**src/rtl/lcd_scroll_buffer_if.sv**
```systemverilog
// Host-side bus of the LCD scroll buffer: character strobes and controls in,
// registered display window and buffer status out.
interface lcd_scroll_buffer_if #(
    parameter int CHAR_W = 8,
    parameter int DEPTH  = 8,
    parameter int WIN    = 4
);
    logic [CHAR_W-1:0]          char_in;
    logic                       show;
    logic                       clear;
    logic                       scroll_en;
    logic [WIN*CHAR_W-1:0]      display;
    logic [$clog2(DEPTH+1)-1:0] char_count;
    logic                       full;
    logic [$clog2(DEPTH)-1:0]   scroll_pos;

    modport master (
        output char_in, show, clear, scroll_en,
        input  display, char_count, full, scroll_pos
    );

    modport slave (
        input  char_in, show, clear, scroll_en,
        output display, char_count, full, scroll_pos
    );
endinterface

```
**src/rtl/lcd_scroll_buffer.sv**
```systemverilog
// Character buffer feeding a registered, optionally rotating WIN-character LCD window.
// Latency: a stored character or a scroll step shows on display one edge later.
// No backpressure: show is always taken; when full the char is dropped or the oldest is shifted out.
module lcd_scroll_buffer #(
    parameter int                CHAR_W     = 8,
    parameter int                DEPTH      = 8,
    parameter int                WIN        = 4,
    parameter int                SCROLL_DIV = 3,
    parameter int                OVERWRITE  = 0,
    parameter logic [CHAR_W-1:0] BLANK      = 'h20
) (
    input  logic              clk,
    input  logic              rst,
    lcd_scroll_buffer_if.slave bus
);
    localparam int PTR_W = $clog2(DEPTH);
    localparam int CNT_W = $clog2(DEPTH + 1);
    localparam int DIV_W = $clog2(SCROLL_DIV + 1);

    localparam logic [CNT_W-1:0] CNT_MAX  = CNT_W'(DEPTH);
    localparam logic [PTR_W-1:0] POS_LAST = PTR_W'(DEPTH - 1);
    localparam logic [DIV_W-1:0] DIV_LAST = DIV_W'(SCROLL_DIV - 1);
    localparam logic [PTR_W:0]   WRAP     = (PTR_W + 1)'(DEPTH);

    logic [CHAR_W-1:0]     mem [DEPTH];
    logic [CNT_W-1:0]      count;
    logic [PTR_W-1:0]      pos;
    logic [DIV_W-1:0]      div;
    logic [WIN*CHAR_W-1:0] disp;
    logic [WIN*CHAR_W-1:0] disp_next;
    logic [PTR_W:0]        idx [WIN];
    logic                  full;

    assign full           = (count == CNT_MAX);
    assign bus.full       = full;
    assign bus.char_count = count;
    assign bus.scroll_pos = pos;
    assign bus.display    = disp;

    // Buffer contents and fill level; clear wins over show.
    always_ff @(posedge clk or posedge rst) begin
        if (rst) begin
            for (int i = 0; i < DEPTH; i++) mem[i] <= BLANK;
            count <= '0;
        end else if (bus.clear) begin
            for (int i = 0; i < DEPTH; i++) mem[i] <= BLANK;
            count <= '0;
        end else if (bus.show) begin
            if (!full) begin
                mem[count[PTR_W-1:0]] <= bus.char_in;
                count                 <= count + CNT_W'(1);
            end else if (OVERWRITE != 0) begin
                for (int i = 0; i < DEPTH - 1; i++) mem[i] <= mem[i+1];
                mem[DEPTH-1] <= bus.char_in;
            end
        end
    end

    // Scroll divider and window origin; dropping scroll_en snaps back to slot 0.
    always_ff @(posedge clk or posedge rst) begin
        if (rst) begin
            pos <= '0;
            div <= '0;
        end else if (bus.clear || !bus.scroll_en) begin
            pos <= '0;
            div <= '0;
        end else if (div == DIV_LAST) begin
            div <= '0;
            pos <= (pos == POS_LAST) ? '0 : pos + PTR_W'(1);
        end else begin
            div <= div + DIV_W'(1);
        end
    end

    // pos < DEPTH and k < DEPTH, so one conditional subtract replaces a modulo.
    always_comb begin
        disp_next = '0;
        for (int k = 0; k < WIN; k++) begin
            idx[k] = {1'b0, pos} + (PTR_W + 1)'(k);
            if (idx[k] >= WRAP) idx[k] = idx[k] - WRAP;
            disp_next[(WIN-1-k)*CHAR_W +: CHAR_W] = mem[idx[k][PTR_W-1:0]];
        end
    end

    always_ff @(posedge clk or posedge rst) begin
        if (rst) disp <= {WIN{BLANK}};
        else     disp <= disp_next;
    end
endmodule

```
**src/flat_wrapper.sv**
```systemverilog
// flat-port wrapper written by rule: the top's interface ports become plain ports
module lcd_scroll_buffer_flat 
#(
    parameter int                CHAR_W     = 8,
    parameter int                DEPTH      = 8,
    parameter int                WIN        = 4,
    parameter int                SCROLL_DIV = 3,
    parameter int                OVERWRITE  = 0,
    parameter logic [CHAR_W-1:0] BLANK      = 'h20
)
  (clk, rst, bus_char_in, bus_show, bus_clear, bus_scroll_en, bus_display, bus_char_count, bus_full, bus_scroll_pos);
  lcd_scroll_buffer_if #(.CHAR_W(CHAR_W), .DEPTH(DEPTH), .WIN(WIN)) bus_i ();
  input  logic clk;
  input  logic rst;
  input wire logic [$bits(bus_i.char_in)-1:0] bus_char_in;
  input wire logic [$bits(bus_i.show)-1:0] bus_show;
  input wire logic [$bits(bus_i.clear)-1:0] bus_clear;
  input wire logic [$bits(bus_i.scroll_en)-1:0] bus_scroll_en;
  output wire logic [$bits(bus_i.display)-1:0] bus_display;
  output wire logic [$bits(bus_i.char_count)-1:0] bus_char_count;
  output wire logic [$bits(bus_i.full)-1:0] bus_full;
  output wire logic [$bits(bus_i.scroll_pos)-1:0] bus_scroll_pos;
  assign bus_i.char_in = bus_char_in;
  assign bus_i.show = bus_show;
  assign bus_i.clear = bus_clear;
  assign bus_i.scroll_en = bus_scroll_en;
  assign bus_display = bus_i.display;
  assign bus_char_count = bus_i.char_count;
  assign bus_full = bus_i.full;
  assign bus_scroll_pos = bus_i.scroll_pos;
  lcd_scroll_buffer #(.CHAR_W(CHAR_W), .DEPTH(DEPTH), .WIN(WIN), .SCROLL_DIV(SCROLL_DIV), .OVERWRITE(OVERWRITE), .BLANK(BLANK)) u_core (.clk(clk), .rst(rst), .bus(bus_i));
endmodule
```
**config.mk**
```make
export PLATFORM = sky130hd
export DESIGN_NAME = lcd_scroll_buffer_flat
export DESIGN_NICKNAME = d
export VERILOG_FILES = /design/src/rtl/lcd_scroll_buffer_if.sv /design/src/rtl/lcd_scroll_buffer.sv /design/src/flat_wrapper.sv
export SDC_FILE = /design/constraint.sdc
export NUM_CORES = 1
export LEC_CHECK = 0
export CORE_ASPECT_RATIO = 0.5
export CORE_MARGIN = 5
export CORE_UTILIZATION = 45
export CTS_CLUSTER_DIAMETER = 40
export DETAILED_ROUTE_END_ITERATION = 10
export PLACE_DENSITY = 0.74
export REMOVE_ABC_BUFFERS = 1
export SYNTH_ARGS = -nofsm -noshare
export SYNTH_HDL_FRONTEND = slang
export SYNTH_SLANG_ARGS = --single-unit
```
**constraint.sdc**
```tcl
create_clock -name clk -period 7.68 [get_ports clk]
set_clock_uncertainty 0.2 [all_clocks]
set_input_delay 1.152 -clock clk [delete_from_list [all_inputs] [get_ports clk]]
set_output_delay 1.152 -clock clk [all_outputs]
set_load 0.05 [all_outputs]
```
==> metrics.txt, run 1 <==
crit path DAT=roughly 2.4 ns; crit start category=flip-flop; R2R depth=4; Final period util=0.493; vias in the first global route=roughly 4,200; Final Hold Fails=0; Pre-antenna DRT Iters=5; CP Max Fanout=between 60 and 70; clk_lat worst skew=0.35 ns; syn_area_per_cell=approximately 11 sq um; antenna cell count=0; most common cell after layout, fill and taps aside=dfrtp_1; hold_ws=approximately 0.25 ns; #FFs+latches synth=roughly 110; Slew Viols, Final=0; switching share of power=0.255; CP peak stage delay=between 1 and 1.5 ns; H-tree Lvls=3; Initial Utilization=0.464; Mapped Cells=roughly 530; Slew Limit Headroom=0.199; Critical R2R Launch=u_core.bus.scroll_pos[1]; CP max stage cell=dfrtp_4; status=completed; DIE AREA=approximately 16,000 sq um; Die Height=91.1 um; HP Class=reg -> reg; worst slew pin tran=roughly 1.2 ns; Worst-path clk slew=roughly 0.06 ns; initial antenna violation count=0; TNS Setup=0 ns; Pwr Density=around 170 nW/um^2; Netlist cell types=38; RR Endpoint=u_core.bus.display[18]; Hold Path Depth=1; CTS Buf Count=9; most frequent cells in the layout=dfrtp_1, nand2_1, a21oi_1, clkdlybuf4s50_1, mux4_2; Leak=2.68 nW; min-delay src=u_core.div[1]; Resize count post-CTS=0; pin count of the biggest net entering global routing=74; final core area utilization=0.525; register area share after synthesis=0.446; RePlAce Congestion=0.794; Worst Hold Endpoint=u_core.div[1]; Num Clock Sinks=~110; crit-path cells=clkdlybuf4s50_1; fin nets=approximately 560; DRT iter0 DRCs=between 500 and 600; Critical path buffers and inverters=1; first-pass GRT wire length=between 20,000 and 25,000 um; power share of the sequential group=0.512; vias=~4,300; CP top delay family=flip-flops; data required time of the worst path=6.33 ns; internal power=between 0.0008 and 0.0009 W; minimum clock period=~3.8 ns; Core Rows=29; Port Buffers=52; Root Buffer=clkbuf_16; max_cap viols=0; clock buffer depth=2; Die Width=between 150 and 200 um; unrepaired setup endpoints after global routing=false; ANT nets after route=0; WL/cell=around 20 um; Synth Area in Adders=0.0106; post-synthesis simple-gate area fraction=0.139; Synth Warn #=0; total wire length=approximately 14,000 um; Fmax=approximately 260 MHz; VDD IR-drop max=between 0.09 and 0.1 mV; Post-CTS Setup Inserts=0; Hold-fix buffers, CTS=0; grt ovf=0; Logic pwr share=0.104; Core Footprint=around 13,000 sq um; Register-to-Register Setup Slack=4.45 ns; proportion of synthesized area in mux cells=0.250; layout cells sized above 1=0.208; Clk network pwr share=0.384; Synth-to-Final Area Change=13.1%; Detail Placement HPWL=8650 um; IO Count=53; CP Capture Type=output pin; P_sw=~0.00029 W; Post-Synth XOR/XNOR Area=0.00612; final setup violation count=0; largest family of logic cells by synthesized area=multiplexers; Cell Area, Synth=slightly below 6000 sq um; DRC=0; number of vias per cell=between 6 and 7; CP Class=reg -> out; Compound-Gate Fraction of Synth Area=0.0927; CTS tree=yes; Total GRT Usage=0.184
==> cell usage after synthesis <==
library cell / instances / area, sq um
buf_4: 1 / 7.51
and2_1: 2 / 12.5
nand2b_1: 4 / 25.0
nor4bb_1: 1 / 10.0
a21oi_1: 52 / 260
or2_2: 1 / 6.26
dfrtp_1: 93 / 2330
o21ai_0: 3 / 15.0
mux2i_1: 10 / 100
nand3b_1: 4 / 30.0
inv_1: 7 / 26.3
nor3b_1: 1 / 7.51
nor2b_1: 6 / 37.5
o21bai_1: 4 / 30.0
nand2_1: 74 / 278
mux4_2: 40 / 901
clkbuf_1: 26 / 97.6
nor2_1: 37 / 139
nand4_1: 29 / 181
buf_6: 6 / 67.6
buf_2: 22 / 110
o31ai_1: 28 / 210
xnor2_1: 1 / 8.76
dfstp_2: 12 / 315
clkinv_1: 1 / 3.75
nor3_1: 1 / 5.00
a211o_1: 1 / 8.76
buf_1: 5 / 18.8
or4_1: 1 / 7.51
a31oi_1: 4 / 25.0
ha_1: 5 / 62.6
nor4_1: 4 / 25.0
nand4b_1: 2 / 17.5
nand3_1: 2 / 10.0
xnor2_4: 1 / 27.5
mux2_4: 32 / 480
and4_1: 1 / 8.76
and4b_1: 2 / 20.0
==> worst max path at each step <==
| stage | start | to | slack, ns | depth (start not counted) |
|---|---|---|---|---|
| 3_5_place_dp | u_core.bus.scroll_pos[0] | bus_scroll_pos[0] | 4.22 | 1 |
| 2_1_floorplan | u_core.bus.scroll_pos[0] | u_core.bus.display[16] | 3.33 | 3 |
| 5_1_grt | u_core.bus.scroll_pos[0] | bus_scroll_pos[0] | 3.74 | 1 |
| 6_report | u_core.bus.scroll_pos[0] | bus_scroll_pos[0] | 3.89 | 1 |
| 3_3_place_gp | u_core.bus.scroll_pos[0] | bus_scroll_pos[0] | 4.25 | 1 |
| 4_1_cts | u_core.bus.scroll_pos[0] | bus_scroll_pos[0] | 3.84 | 1 |
==> worst register-to-register path: cells and delay by family, from the launching register on <==
kind	cells	cell delay, ns
adder cells (fa/ha/maj)	1	1.15
buffers and inverters	2	0.81
flip-flops	1	0.32
multiplexers	1	0.61
==> routing by layer <==
layer | global-route usage | part of all wire | wire length [um]
met5 | 0 | 0 | 0
met3 | 0.0512 | 0.10 | 1480
met1 | 0.260 | 0.41 | 5860
met2 | 0.280 | 0.46 | 6520
met4 | 0.0569 | 0.020 | 286
==> sequential cells by signal (all words and copies together) (netlist names) <==
register               flops
u_core.div                 2
u_core.bus.display        32
u_core.bus.char_count      4
u_core.bus.scroll_pos      3
u_core.mem                64
==> power groups by stage <==
stage	clock network [W]	registers (W)	logic [W]
2_1_floorplan	0	0.000608	0.0000479
3_3_place_gp	0	0.000588	0.000117
3_5_place_dp	0	0.000589	0.000118
4_1_cts	0.000439	0.000578	0.000118
5_1_grt	0.000463	0.000580	0.000127
6_report	0.000434	0.000579	0.000118
==> kinds of logic (layout without fill, tap and decap cells) <==
kind of cell,Yosys count,after routing
adders and majority gates,5,5
xor gates and xnor gates,2,2
and+or+nand+nor,172,172
AOI/OAI and AO/OA,92,92
buffers and inverters,68,84
muxes,82,82
DFF,105,105
==> final cells by class <==
cell class / count / area [sq um]
timing repair buffer: 60 / 576
fill: 1081 / 6070
inverter: 8 / 32.5
clock buffer: 13 / 260
sequential: 105 / 2650
clock inverter: 3 / 15.0
multi-input combinational: 353 / 2960
tap: 170 / 213
==> through the flow <==
stage                     total power [W]  cell area [sq um]  setup WS (ns)  std cells
after floorplan                  0.000656               5620           3.33        466
after global placement           0.000705               6430           4.25        696
after detailed placement         0.000707               6430           4.22        696
after CTS                         0.00114               6700           3.84        712
after global routing              0.00117               6700           3.74        712
final                             0.00113               6700           3.89        712
Note: power is estimated with default switching activity, not from simulation.
==> run 2: changes to the inputs <==
==> constraint.sdc (replaced) <==
create_clock -name clk -period 3.6 [get_ports clk]
set_clock_uncertainty 0.2 [all_clocks]
set_input_delay 0.54 -clock clk [delete_from_list [all_inputs] [get_ports clk]]
set_output_delay 0.54 -clock clk [all_outputs]
set_load 0.05 [all_outputs]
==> metrics.txt, run 2 (synthesis results as in run 1) <==
vias in the first global route=between 4,000 and 5,000; Clk network pwr share=0.406; CP Launch Point=u_core.bus.char_count[0]; Worst-path clk slew=~0.070 ns; CP Max Fanout=19; final core area utilization=0.530; switching share of power=0.253; first-pass GRT wire length=roughly 24,000 um; CTS Buf Count=9; Slew Viols, Final=0; fin nets=560; CP top delay family=buffers and inverters; status=completed; hold_ws=0.263 ns; fill cell count=between 1,000 and 1,500; CP max stage cell=clkdlybuf4s50_1; VDD IR-drop max=0.217 mV; number of vias per cell=approximately 6; min-delay src=u_core.div[0]; clock buffer depth=2; CP Capture Type=output pin; Total GRT Usage=0.192; Critical path buffers and inverters=3; DRT iter0 DRCs=~430; power share of the sequential group=0.492; final instance count without filler cells=roughly 720; CP Class=reg -> out; unrepaired setup endpoints after global routing=false; Pre-antenna DRT Iters=5; Synth-to-Final Area Change=14.3%; CP peak stage delay=around 0.82 ns; HP Class=reg -> reg; IO Count=53; RePlAce Congestion=0.795; minimum clock period=slightly above 3 ns; ANT nets after route=0; vias=roughly 4,300; register area=between 2000 and 3000 sq um; Inst Count DP=701; pin count of the biggest net entering global routing=between 50 and 60; data required time of the worst path=~2.9 ns; total wire length=about 15,000 um; internal power=roughly 0.0019 W; Die Height=between 90 and 100 um; max_cap viols=0; DRC=0; Core Rows=29; max reg flops=between 60 and 70; crit-path cells=inv_1, ha_1, nand3b_1, inv_1, clkdlybuf4s50_1; crit path DAT=2.33 ns; clk_lat worst skew=0.35 ns; initial antenna violation count=0; WL/cell=around 20 um; Levels on crit path=5; Resize count post-CTS=0; Initial Utilization=0.464; Slew Limit Headroom=0.134; Most flops, register=u_core.mem; CTS tree=yes; DIE AREA=~16,000 sq um; P_sw=roughly 0.00063 W; most common cell after layout, fill and taps aside=dfrtp_1; R2R depth=5; area of the multi-input gates=between 2000 and 3000 sq um; Fmax=between 300 and 400 MHz; Root Buffer=clkbuf_16; Final period util=0.854; most frequent cells in the layout=dfrtp_1, nand2_1, a21oi_1, clkdlybuf4s50_1, mux4_2; layout cells sized above 1=0.218; Detail Placement HPWL=around 9200 um; Post-CTS Setup Inserts=0; CP dominant cell by count=inv_1; Num Clock Sinks=105; Core Footprint=between 10,000 and 15,000 sq um; post-route cell area=a little under 7000 sq um; crit start category=flip-flop; Leak=roughly 2.7 nW; worst slew pin tran=~1.3 ns; Final Hold Fails=0; final setup violation count=0; grt ovf=0; H-tree Lvls=3; Critical R2R Launch=u_core.bus.char_count[0]; Logic pwr share=0.101; Die Width=172 um; Port Buffers=52; Cell Area, Placed=about 6500 sq um; Hold-fix buffers, CTS=0; antenna cell count=0; Pwr Density=approximately 370 nW/um^2; Hold Path Depth=1
==> run 2: stage by stage <==
step	setup slack [ns]	TNS [ns]	total power (W)
2_1_floorplan	-0.747	-13.03	0.00140
3_3_place_gp	1.01	0	0.00150
3_5_place_dp	0.940	0	0.00151
4_1_cts	0.533	0	0.00252
5_1_grt	0.395	0	0.00260
6_report	0.526	0	0.00251
==> run 2: worst register-to-register path: stages (launching register included) <==
cell and delay, ns:
dfrtp_1 0.67, inv_1 0.12, ha_1 0.25, and2_1 0.59, or4_1 0.59, a21oi_1 0.15
==> run 2: routing by layer <==
metal	wire (um)	vias up	track usage
met1	6520	2189	0.262
met2	6950	154	0.305
met5	0	-	0
met3	1040	16	0.0568
met4	185	0	0.0477
li1	-	1940	-
==> run 2: path summary, 6_finish.rpt <==
kind,endpoint,slack (ns)
setup / recovery,bus_full,0.53
hold / removal,u_core.div[0],0.26
setup reg to reg,u_core.bus.char_count[2],0.95
hold reg to reg,u_core.div[0],0.26
max in group asynchronous,u_core.mem[21],1.96
min in group asynchronous,u_core.bus.display[12],0.43
==> run 2: cell type report <==
type | instances | area share
repair buffers | 65 | 0.0905
clock buffers | 12 | 0.0379
inverters | 8 | 0.00480
well taps | 170 | 0.0314
flip-flops and latches | 105 | 0.391
clock inverters | 4 | 0.00758
multi-input cells | 353 | 0.437
==> run 2: power groups by stage <==
stage | Sequential (W) | Clock (W) | Combinational (W)
floorplan | 0.00130 | 0 | 0.000102
global placement | 0.00125 | 0 | 0.000249
detailed placement | 0.00126 | 0 | 0.000254
CTS | 0.00123 | 0.00103 | 0.000254
global route | 0.00124 | 0.00109 | 0.000274
finish | 0.00123 | 0.00102 | 0.000254
==> run 3: changes to the inputs <==
--- a/config.mk
+++ b/config.mk
@@ -7,10 +7,10 @@
 export LEC_CHECK = 0
 export CORE_ASPECT_RATIO = 0.5
 export CORE_MARGIN = 5
-export CORE_UTILIZATION = 45
+export CORE_UTILIZATION = 58
 export CTS_CLUSTER_DIAMETER = 40
 export DETAILED_ROUTE_END_ITERATION = 10
-export PLACE_DENSITY = 0.74
+export PLACE_DENSITY = 0.89
 export REMOVE_ABC_BUFFERS = 1
 export SYNTH_ARGS = -nofsm -noshare
 export SYNTH_HDL_FRONTEND = slang
==> metrics.txt, run 3 (synthesis results as in run 1) <==
status=completed; WL/cell=approximately 23 um; Initial Utilization=0.587; max_cap viols=0; grt ovf=0; DRC=0; setup ws final=0.561 ns; Detail Placement HPWL=between 9000 and 10,000 um; antenna cell count=0; crit start category=flip-flop; VDD IR-drop max=between 0.2 and 0.3 mV; unrepaired setup endpoints after global routing=false; Core Footprint=roughly 10,000 sq um; Root Buffer=clkbuf_16; pin count of the biggest net entering global routing=between 50 and 60; total wire length=~16,000 um; DRT met1 WL=between 5000 and 6000 um; HP Class=reg -> reg; Port Buffers=52; Fmax=approximately 330 MHz; worst slew pin tran=about 1.3 ns; final instance count without filler cells=686; fin nets=~560; Hold-fix buffers, CTS=0; ANT nets after route=0; layout cells sized above 1=0.212; Resize count post-CTS=0; Total GRT Usage=0.262; Slew Limit Headroom=0.154; vias=about 4,700; Worst-path clk slew=~0.07 ns; Met2 Wirelength=approximately 7500 um; Inst Count DP=670; final setup violation count=0; first-pass GRT wire length=25,000 um; number of vias per cell=between 6 and 7; Num Clock Sinks=105; CP Max Fanout=19; Final Hold Fails=0; Pre-antenna DRT Iters=6; Setup WS pre-CTS=about 0.95 ns; max reg flops=64; register area=roughly 2600 sq um; Final period util=0.844; CTS tree=yes; Pwr Density=363 nW/um^2; minimum clock period=between 3 and 4 ns; crit path DAT=about 2.3 ns; Most flops, register=u_core.mem; Leak=around 2.7 nW; DIE AREA=12,500 sq um; Tot Pwr=approximately 0.0024 W; initial antenna violation count=0; fill cell count=approximately 690; data required time of the worst path=around 2.9 ns; metal3 WL=1700 um; Slew Viols, Final=0; vias in the first global route=~4,800; Die Width=153 um; DRT iter0 DRCs=600; most common cell after layout, fill and taps aside=dfrtp_1; RePlAce Congestion=0.847; Highest Signal Layer=met4; Post-CTS Setup Inserts=0; clock buffer depth=2; most frequent cells in the layout=dfrtp_1, nand2_1, a21oi_1, clkdlybuf4s50_1, mux4_2; clk_lat worst skew=around 0.35 ns; Core Rows=26; CTS Buf Count=9; CP Capture Type=output pin; CP Class=reg -> out; Die Height=about 81 um; area of the multi-input gates=~3000 sq um; H-tree Lvls=3; Synth-to-Final Area Change=13.2%; IO Count=53
==> run 3: changes by cell type in the layout (fill, tap and decap cells not counted), sizes merged <==
cell    delta
buf        -1
bufinv     -1
clkbuf     +2
clkinv     -1
==> run 3: report_power, final <==
group          switching [W]  internal [W]
sequential         0.0000267       0.00121
combinational       0.000171     0.0000878
clock               0.000432      0.000507
==> run 3: path summary, 6_finish.rpt <==
path                                               start                      to  slack [ns]  cells past startpoint
max in group asynchronous                            rst          u_core.mem[27]        2.06                      3
worst min register to register             u_core.div[0]           u_core.div[0]        0.25                      1
worst max-delay path            u_core.bus.char_count[0]                bus_full        0.56                      5
worst max register to register  u_core.bus.scroll_pos[1]   u_core.bus.display[2]        0.88                      4
worst min-delay path                       u_core.div[0]           u_core.div[0]        0.25                      1
min in group asynchronous                            rst  u_core.bus.display[23]        0.42                      2
==> run 3: layout make-up <==
type	instances	area share
tap	140	0.0261
clock buffer	14	0.0394
multi-input combinational	353	0.441
sequential	105	0.395
timing repair buffer	64	0.0921
inverter	8	0.00485
clock inverter	2	0.00187
==> run 3: layer usage <==
layer	vias to the layer above	track usage
met5	-	0
met4	0	0.122
met3	78	0.0832
met2	336	0.433
met1	2326	0.323
li1	1937	-
==> run 3: critical path, stage by stage, from the launching register on <==
cell and delay [ns]:
dfrtp_1 0.55, inv_1 0.15, ha_1 0.20, nand3b_1 0.13
inv_1 0.11, clkdlybuf4s50_1 0.80
==> run 3: stage by stage <==
step           area (sq um)   util  hold WS, ns  setup TNS (ns)
5_1_grt                6710  0.665        0.277               0
3_3_place_gp           6430  0.638        0.235               0
6_report               6710  0.665        0.254               0
4_1_cts                6710  0.665        0.257               0
2_1_floorplan          5620      -        0.223          -13.03
3_5_place_dp           6430  0.638        0.248               0
==> edit 1: new RTL, config.mk and constraints of run 2 <==
`DEPTH` is set to 8 in 3 places; all go to 4.
--- a/src/rtl/lcd_scroll_buffer_if.sv
+++ b/src/rtl/lcd_scroll_buffer_if.sv
@@ -2,7 +2,7 @@
 // registered display window and buffer status out.
 interface lcd_scroll_buffer_if #(
     parameter int CHAR_W = 8,
-    parameter int DEPTH  = 8,
+    parameter int DEPTH  = 4,
     parameter int WIN    = 4
 );
     logic [CHAR_W-1:0]          char_in;
--- a/src/rtl/lcd_scroll_buffer.sv
+++ b/src/rtl/lcd_scroll_buffer.sv
@@ -3,7 +3,7 @@
 // No backpressure: show is always taken; when full the char is dropped or the oldest is shifted out.
 module lcd_scroll_buffer #(
     parameter int                CHAR_W     = 8,
-    parameter int                DEPTH      = 8,
+    parameter int                DEPTH      = 4,
     parameter int                WIN        = 4,
     parameter int                SCROLL_DIV = 3,
     parameter int                OVERWRITE  = 0,
--- a/src/flat_wrapper.sv
+++ b/src/flat_wrapper.sv
@@ -2,7 +2,7 @@
 module lcd_scroll_buffer_flat 
 #(
     parameter int                CHAR_W     = 8,
-    parameter int                DEPTH      = 8,
+    parameter int                DEPTH      = 4,
     parameter int                WIN        = 4,
     parameter int                SCROLL_DIV = 3,
     parameter int                OVERWRITE  = 0,
Interface: changed (resized bus_char_count and bus_scroll_pos); port bits go from 53 to 51. No check against the original RTL was run, so the function may have changed too.
==> edit 1 against run 2 <==
- sequential cell count fell by 34
- maximum frequency increased by 8.9%
- setup slack improved by 0.25 ns
- power down 22%
- wire length down 53%
- design area decreased by 37%
- largest power group is now clock
- synthesized area down 43%
- clock power decreased by 15%
- die area down 40%
- critical path type unchanged
- core utilization increased by 5.0 points
- synthesized cell count is 56% lower
==> edit 1: results (changes against run 2) <==
[routing]
dr.pass1.iters = 4  ; -1
wl_per_cell_um = 17.9  ; -13%
vias = 2066  ; -52%

[power_and_ir_drop]
cellPowerDensity_mw_per_mm2 = 462  ; +25%
pg_seq_mw = 0.862  ; -30%
ir_worst_vdd_v = 0.000220  ; +1.4%
total_leakage_power_nw = 1.84  ; -32%
netSwitchingFraction_pct = 24.8  ; -0.49 points
power_frac_comb_pct = 11.9  ; +1.8 points

[placement]
numPlacedInstances = 366  ; -48%
io_buffers = 50  ; -3.8%
dpl_cell_area_mm2 = 0.00395  ; -39%
dpl.hpwl_um = 4780  ; -48%
pre_cts_ws_ns = 1.01  ; +0.0671 ns

[clock_network]
cts_root_buf = clkbuf_16
clkTransAtPathRegs_ns = 0.05  ; -0.02 ns
worst_skew_pair.late_latency_ns = 0.33  ; -0.02 ns

[layout]
final-instance-count-excl-fill = 382  ; -47%
drive_above_1_share_pct = 24.1  ; +2.4 points
finalNetCount = 299  ; -47%
syn2layout_area_growth_pct = 25.5

[sta]
relSlewSlack_pct = 21.3  ; +7.9 points

[logic_synthesis]
synth.distinct_cells = 25  ; -34%
ys_seq_area_share_pct = 52.8  ; +8.1 points
yosys_warnings = 0  ; unchanged
syn_inst = 229  ; -56%
synthTopCellsByArea = dfrtp_1 47%, mux4_2 21%, mux2i_1 8.0%, dfstp_2 6.2%, nand2b_1 5.4%
synthTopCellsByCount = 63 x dfrtp_1, 32 x mux4_2, 29 x nand2b_1

[outcome]
status = finished clean

[global_routing]
grt.total_usage_pct = 15.9  ; -3.3 points
grt_max_degree = 45  ; -12%
grt_pass1_vias = 2206  ; -50%

[worst_hold_path]
hold_path.class = register to register

[critical_path]
cp.arrival_ns = 2.08  ; -0.25 ns
cp_slowest_stage_delay_ns = 0.80  ; -0.02 ns

edit 1: cell count changes after synthesis, moves of 23 or more:
cell / before / now
a21oi_1: 52 / 8
clkbuf_1: 26 / 3
dfrtp_1: 93 / 63
mux2_4: 32 / 1
nand2_1: 74 / 15
nand2b_1: 4 / 29
nand4_1: 29 / 0
nor2_1: 37 / 10
o31ai_1: 28 / 0
edit 1: final timing paths:
| kind | start | slack [ns] | to | depth (start not counted) |
|---|---|---|---|---|
| worst max register to register | u_core.bus.scroll_pos[0] | 1.11 | u_core.bus.display[6] | 2 |
| worst min register to register | u_core.div[0] | 0.26 | u_core.div[0] | 1 |
| min in group asynchronous | rst | 0.53 | u_core.mem[10] | 2 |
| worst max-delay path | u_core.bus.char_count[0] | 0.78 | bus_full | 4 |
| worst min-delay path | u_core.div[0] | 0.26 | u_core.div[0] | 1 |
| max in group asynchronous | rst | 1.89 | u_core.bus.display[30] | 3 |
edit 1: layout make-up:
type	instances	area share, %
clock buffers	10	5.62
inverters	3	0.265
multi-input cells	140	35.0
flip-flops and latches	71	42.1
well taps	96	2.83
repair buffers	56	12.8
clock inverters	6	1.41
edit 1: metal layers:
layer | part of all wire (%) | vias to the layer above | wire length [um] | GRT usage [%]
met5 | 0 | - | 0 | 0
li1 | - | 928 | - | -
met1 | 41 | 1062 | 2820 | 18.8
met3 | 5.8 | 12 | 398 | 6.31
met2 | 51 | 64 | 3510 | 27.2
met4 | 1.7 | 0 | 116 | 5.07
edit 1: cells by family (layout without fill, tap and decap cells):
group	Yosys count	count (layout)	share of synthesized area (%)
flops	71	71	52.8
mux	60	60	29.7
buf+inv	18	75	3.40
xor+xnor	1	1	0.259
simple gates	65	65	10.3
fa+ha+maj	5	5	1.85
compound gates	9	9	1.74
==> edit 2: new RTL, settings of run 2 <==
Without the edit above. Reset style: synchronous (`rst`), changed in 3 clocked blocks.
--- a/src/rtl/lcd_scroll_buffer.sv
+++ b/src/rtl/lcd_scroll_buffer.sv
@@ -38,7 +38,7 @@
     assign bus.display    = disp;
 
     // Buffer contents and fill level; clear wins over show.
-    always_ff @(posedge clk or posedge rst) begin
+    always_ff @(posedge clk) begin
         if (rst) begin
             for (int i = 0; i < DEPTH; i++) mem[i] <= BLANK;
             count <= '0;
@@ -57,7 +57,7 @@
     end
 
     // Scroll divider and window origin; dropping scroll_en snaps back to slot 0.
-    always_ff @(posedge clk or posedge rst) begin
+    always_ff @(posedge clk) begin
         if (rst) begin
             pos <= '0;
             div <= '0;
@@ -82,7 +82,7 @@
         end
     end
 
-    always_ff @(posedge clk or posedge rst) begin
+    always_ff @(posedge clk) begin
         if (rst) disp <= {WIN{BLANK}};
         else     disp <= disp_next;
     end
Check against the original RTL: differs if rst is asserted again (counterexample within 4 cycles, from zero or initial values and one cycle with rst high); with rst held inactive, the same outputs for 4 cycles.
==> edit 2 against run 2 <==
- power rose by 0.22%
- synthesized area decreased by 6.9%
- sequential power increased by 11%
- wire length down 1.0%
- sequential cell count unchanged
- critical path depth shrank 3
- first-iteration DRC count grew 13%
- design area shrank 6.4%
- setup slack gained 0.017 ns
- largest cell class is now flip-flops and latches
==> edit 2: results (changes against run 2) <==
[global_routing]
gr-total-overflow = 0  ; unchanged
grt_pass1_vias = 3906  ; -11%
grt.total_usage_pct = 20.1  ; +0.82 points
grt_pass1_wl_um = 22500  ; -4.5%
antenna_found_initial = 0  ; unchanged
grt_max_degree = 66  ; +29%

[layout]
fill_cells = 1029  ; -4.6%
antenna_cells = 0  ; unchanged
drive_above_1_share_pct = 10.8  ; -11 points
finalNetCount = 540  ; -3.6%
max_flop_register = u_core.mem
largest_register_ffs = 64  ; unchanged
multi_input_area_mm2 = 0.00250  ; -15%

[power_and_ir_drop]
ir_worst_vdd_v = 0.000217  ; +0.13%
total_leakage_power_nw = 2.05  ; -24%

[placement]
gp_congestion = 0.849  ; +6.8%
numPlacedInstances = 675  ; -3.7%
io_buffers = 52  ; unchanged
pre_cts_ws_ns = 0.829  ; -0.111 ns
dpl.hpwl_um = 10700  ; +17%
dpl_cell_area_mm2 = 0.00605  ; -6.3%

[logic_synthesis]
syn_inst = 487  ; -7.4%
synthXorXnorAreaFrac_pct = 0.953  ; +0.34 points
async_flop_share_pct = 0  ; -100 points
synthTopCellsByArea = edfxtp_1 35%, dfxtp_1 15%, mux2i_1 8.4%, nor2_1 4.2%, mux4_2 4.1%
muxShareOfSynthArea_pct = 18.6  ; -6.4 points
synthFlopType = edfxtp_1
synth-compound-area-share_pct = 9.67  ; +0.40 points
yosys_warnings = 0  ; unchanged
synth.distinct_cells = 49  ; +29%
ys_seq_area_share_pct = 49.8  ; +5.1 points
synthAdderAreaFrac_pct = 1.36  ; +0.31 points
synthTopCellsByCount = 64 x edfxtp_1, 62 x nor2_1, 46 x mux2i_1
synth_edf_count = 64  ; +64

[critical_path]
cp_slowest_stage_delay_ns = 0.96  ; +0.14 ns
critPathTopFamily = buffers and inverters
cp.arrival_ns = 2.32
critPathCaptureType = output pin
startpoint_type = register
slowest_stage = clkdlybuf4s50_1
rr_startpoint = u_core.bus.scroll_pos[0]
path_max_fanout = 65  ; +46

[routing]
dr.pass1.iters = 5  ; unchanged
totalWireLength_um = 14500  ; -1.0%
drtIter0Drc = 485  ; +13%
via_per_inst = 5.97  ; -0.51%
wl_per_cell_um = 21.1  ; +2.7%

[clock_network]
cts_root_buf = clkbuf_16
cts.sinks = 105  ; unchanged
htreeDepth = 3  ; unchanged
clkTransAtPathRegs_ns = 0.08
cts_buffers = 9  ; unchanged
ctsResizeCount = 0  ; unchanged
worst_skew_pair.late_latency_ns = 0.35  ; about the same
cts_setup_buffers = 0  ; unchanged
cts.path.max_buffers = 2  ; unchanged

[outcome]
status = finished clean

[sta]
tightest_slew_ns = 0.914  ; -0.385 ns

[worst_hold_path]
worstHoldStart = u_core.div[0]

[edit 2: layout make-up]
cell class / instances / area share (%)
Timing Repair Buffer: 58 / 8.92
Tap cell: 165 / 3.26
Sequential cell: 105 / 43.3
Clock inverter: 7 / 0.908
Multi-Input combinational cell: 338 / 39.5
Clock buffer: 9 / 3.55
Inverter: 9 / 0.533
[edit 2: logic make-up after synthesis]
group	Yosys count
adder cells (fa/ha/maj)	6
AO/OA/AOI/OAI	77
multiplexers	85
XOR/XNOR	3
buffers and inverters	44
flip-flops	105
AND/OR/NAND/NOR	167
[edit 2: where the power goes]
group          switching [mW]  internal (mW)  total (mW)  leakage [nW]
registers              0.0417           1.31        1.36          1.02
logic                   0.126         0.0763       0.202         0.888
clock network           0.470          0.483       0.954         0.142
total                   0.638           1.87        2.51          2.05
[edit 2: layer usage]
layer | vias to the layer above | GRT usage (%) | part of all wire, %
met5 | - | 0 | 0
met4 | 0 | 4.83 | 1.1
met3 | 18 | 5.98 | 11
met2 | 190 | 28.5 | 40
met1 | 2036 | 30.1 | 48
li1 | 1878 | - | -
[edit 2: final timing paths]
path / to / slack, ns / depth (start not counted)
setup / recovery: bus_scroll_pos[0] / 0.54 / 2
hold reg to reg: u_core.div[0] / 0.22 / 1
setup reg to reg: u_core.bus.display[18] / 0.91 / 6
hold / removal: u_core.div[0] / 0.22 / 1
[edit 2: worst register-to-register path: cells and delay by family (launching register included)]
kind / cells / cell delay, ns
buf+inv: 1 / 0.63
fa+ha+maj: 2 / 0.70
compound gates: 1 / 0.29
simple gates: 2 / 0.40
flops: 1 / 0.34
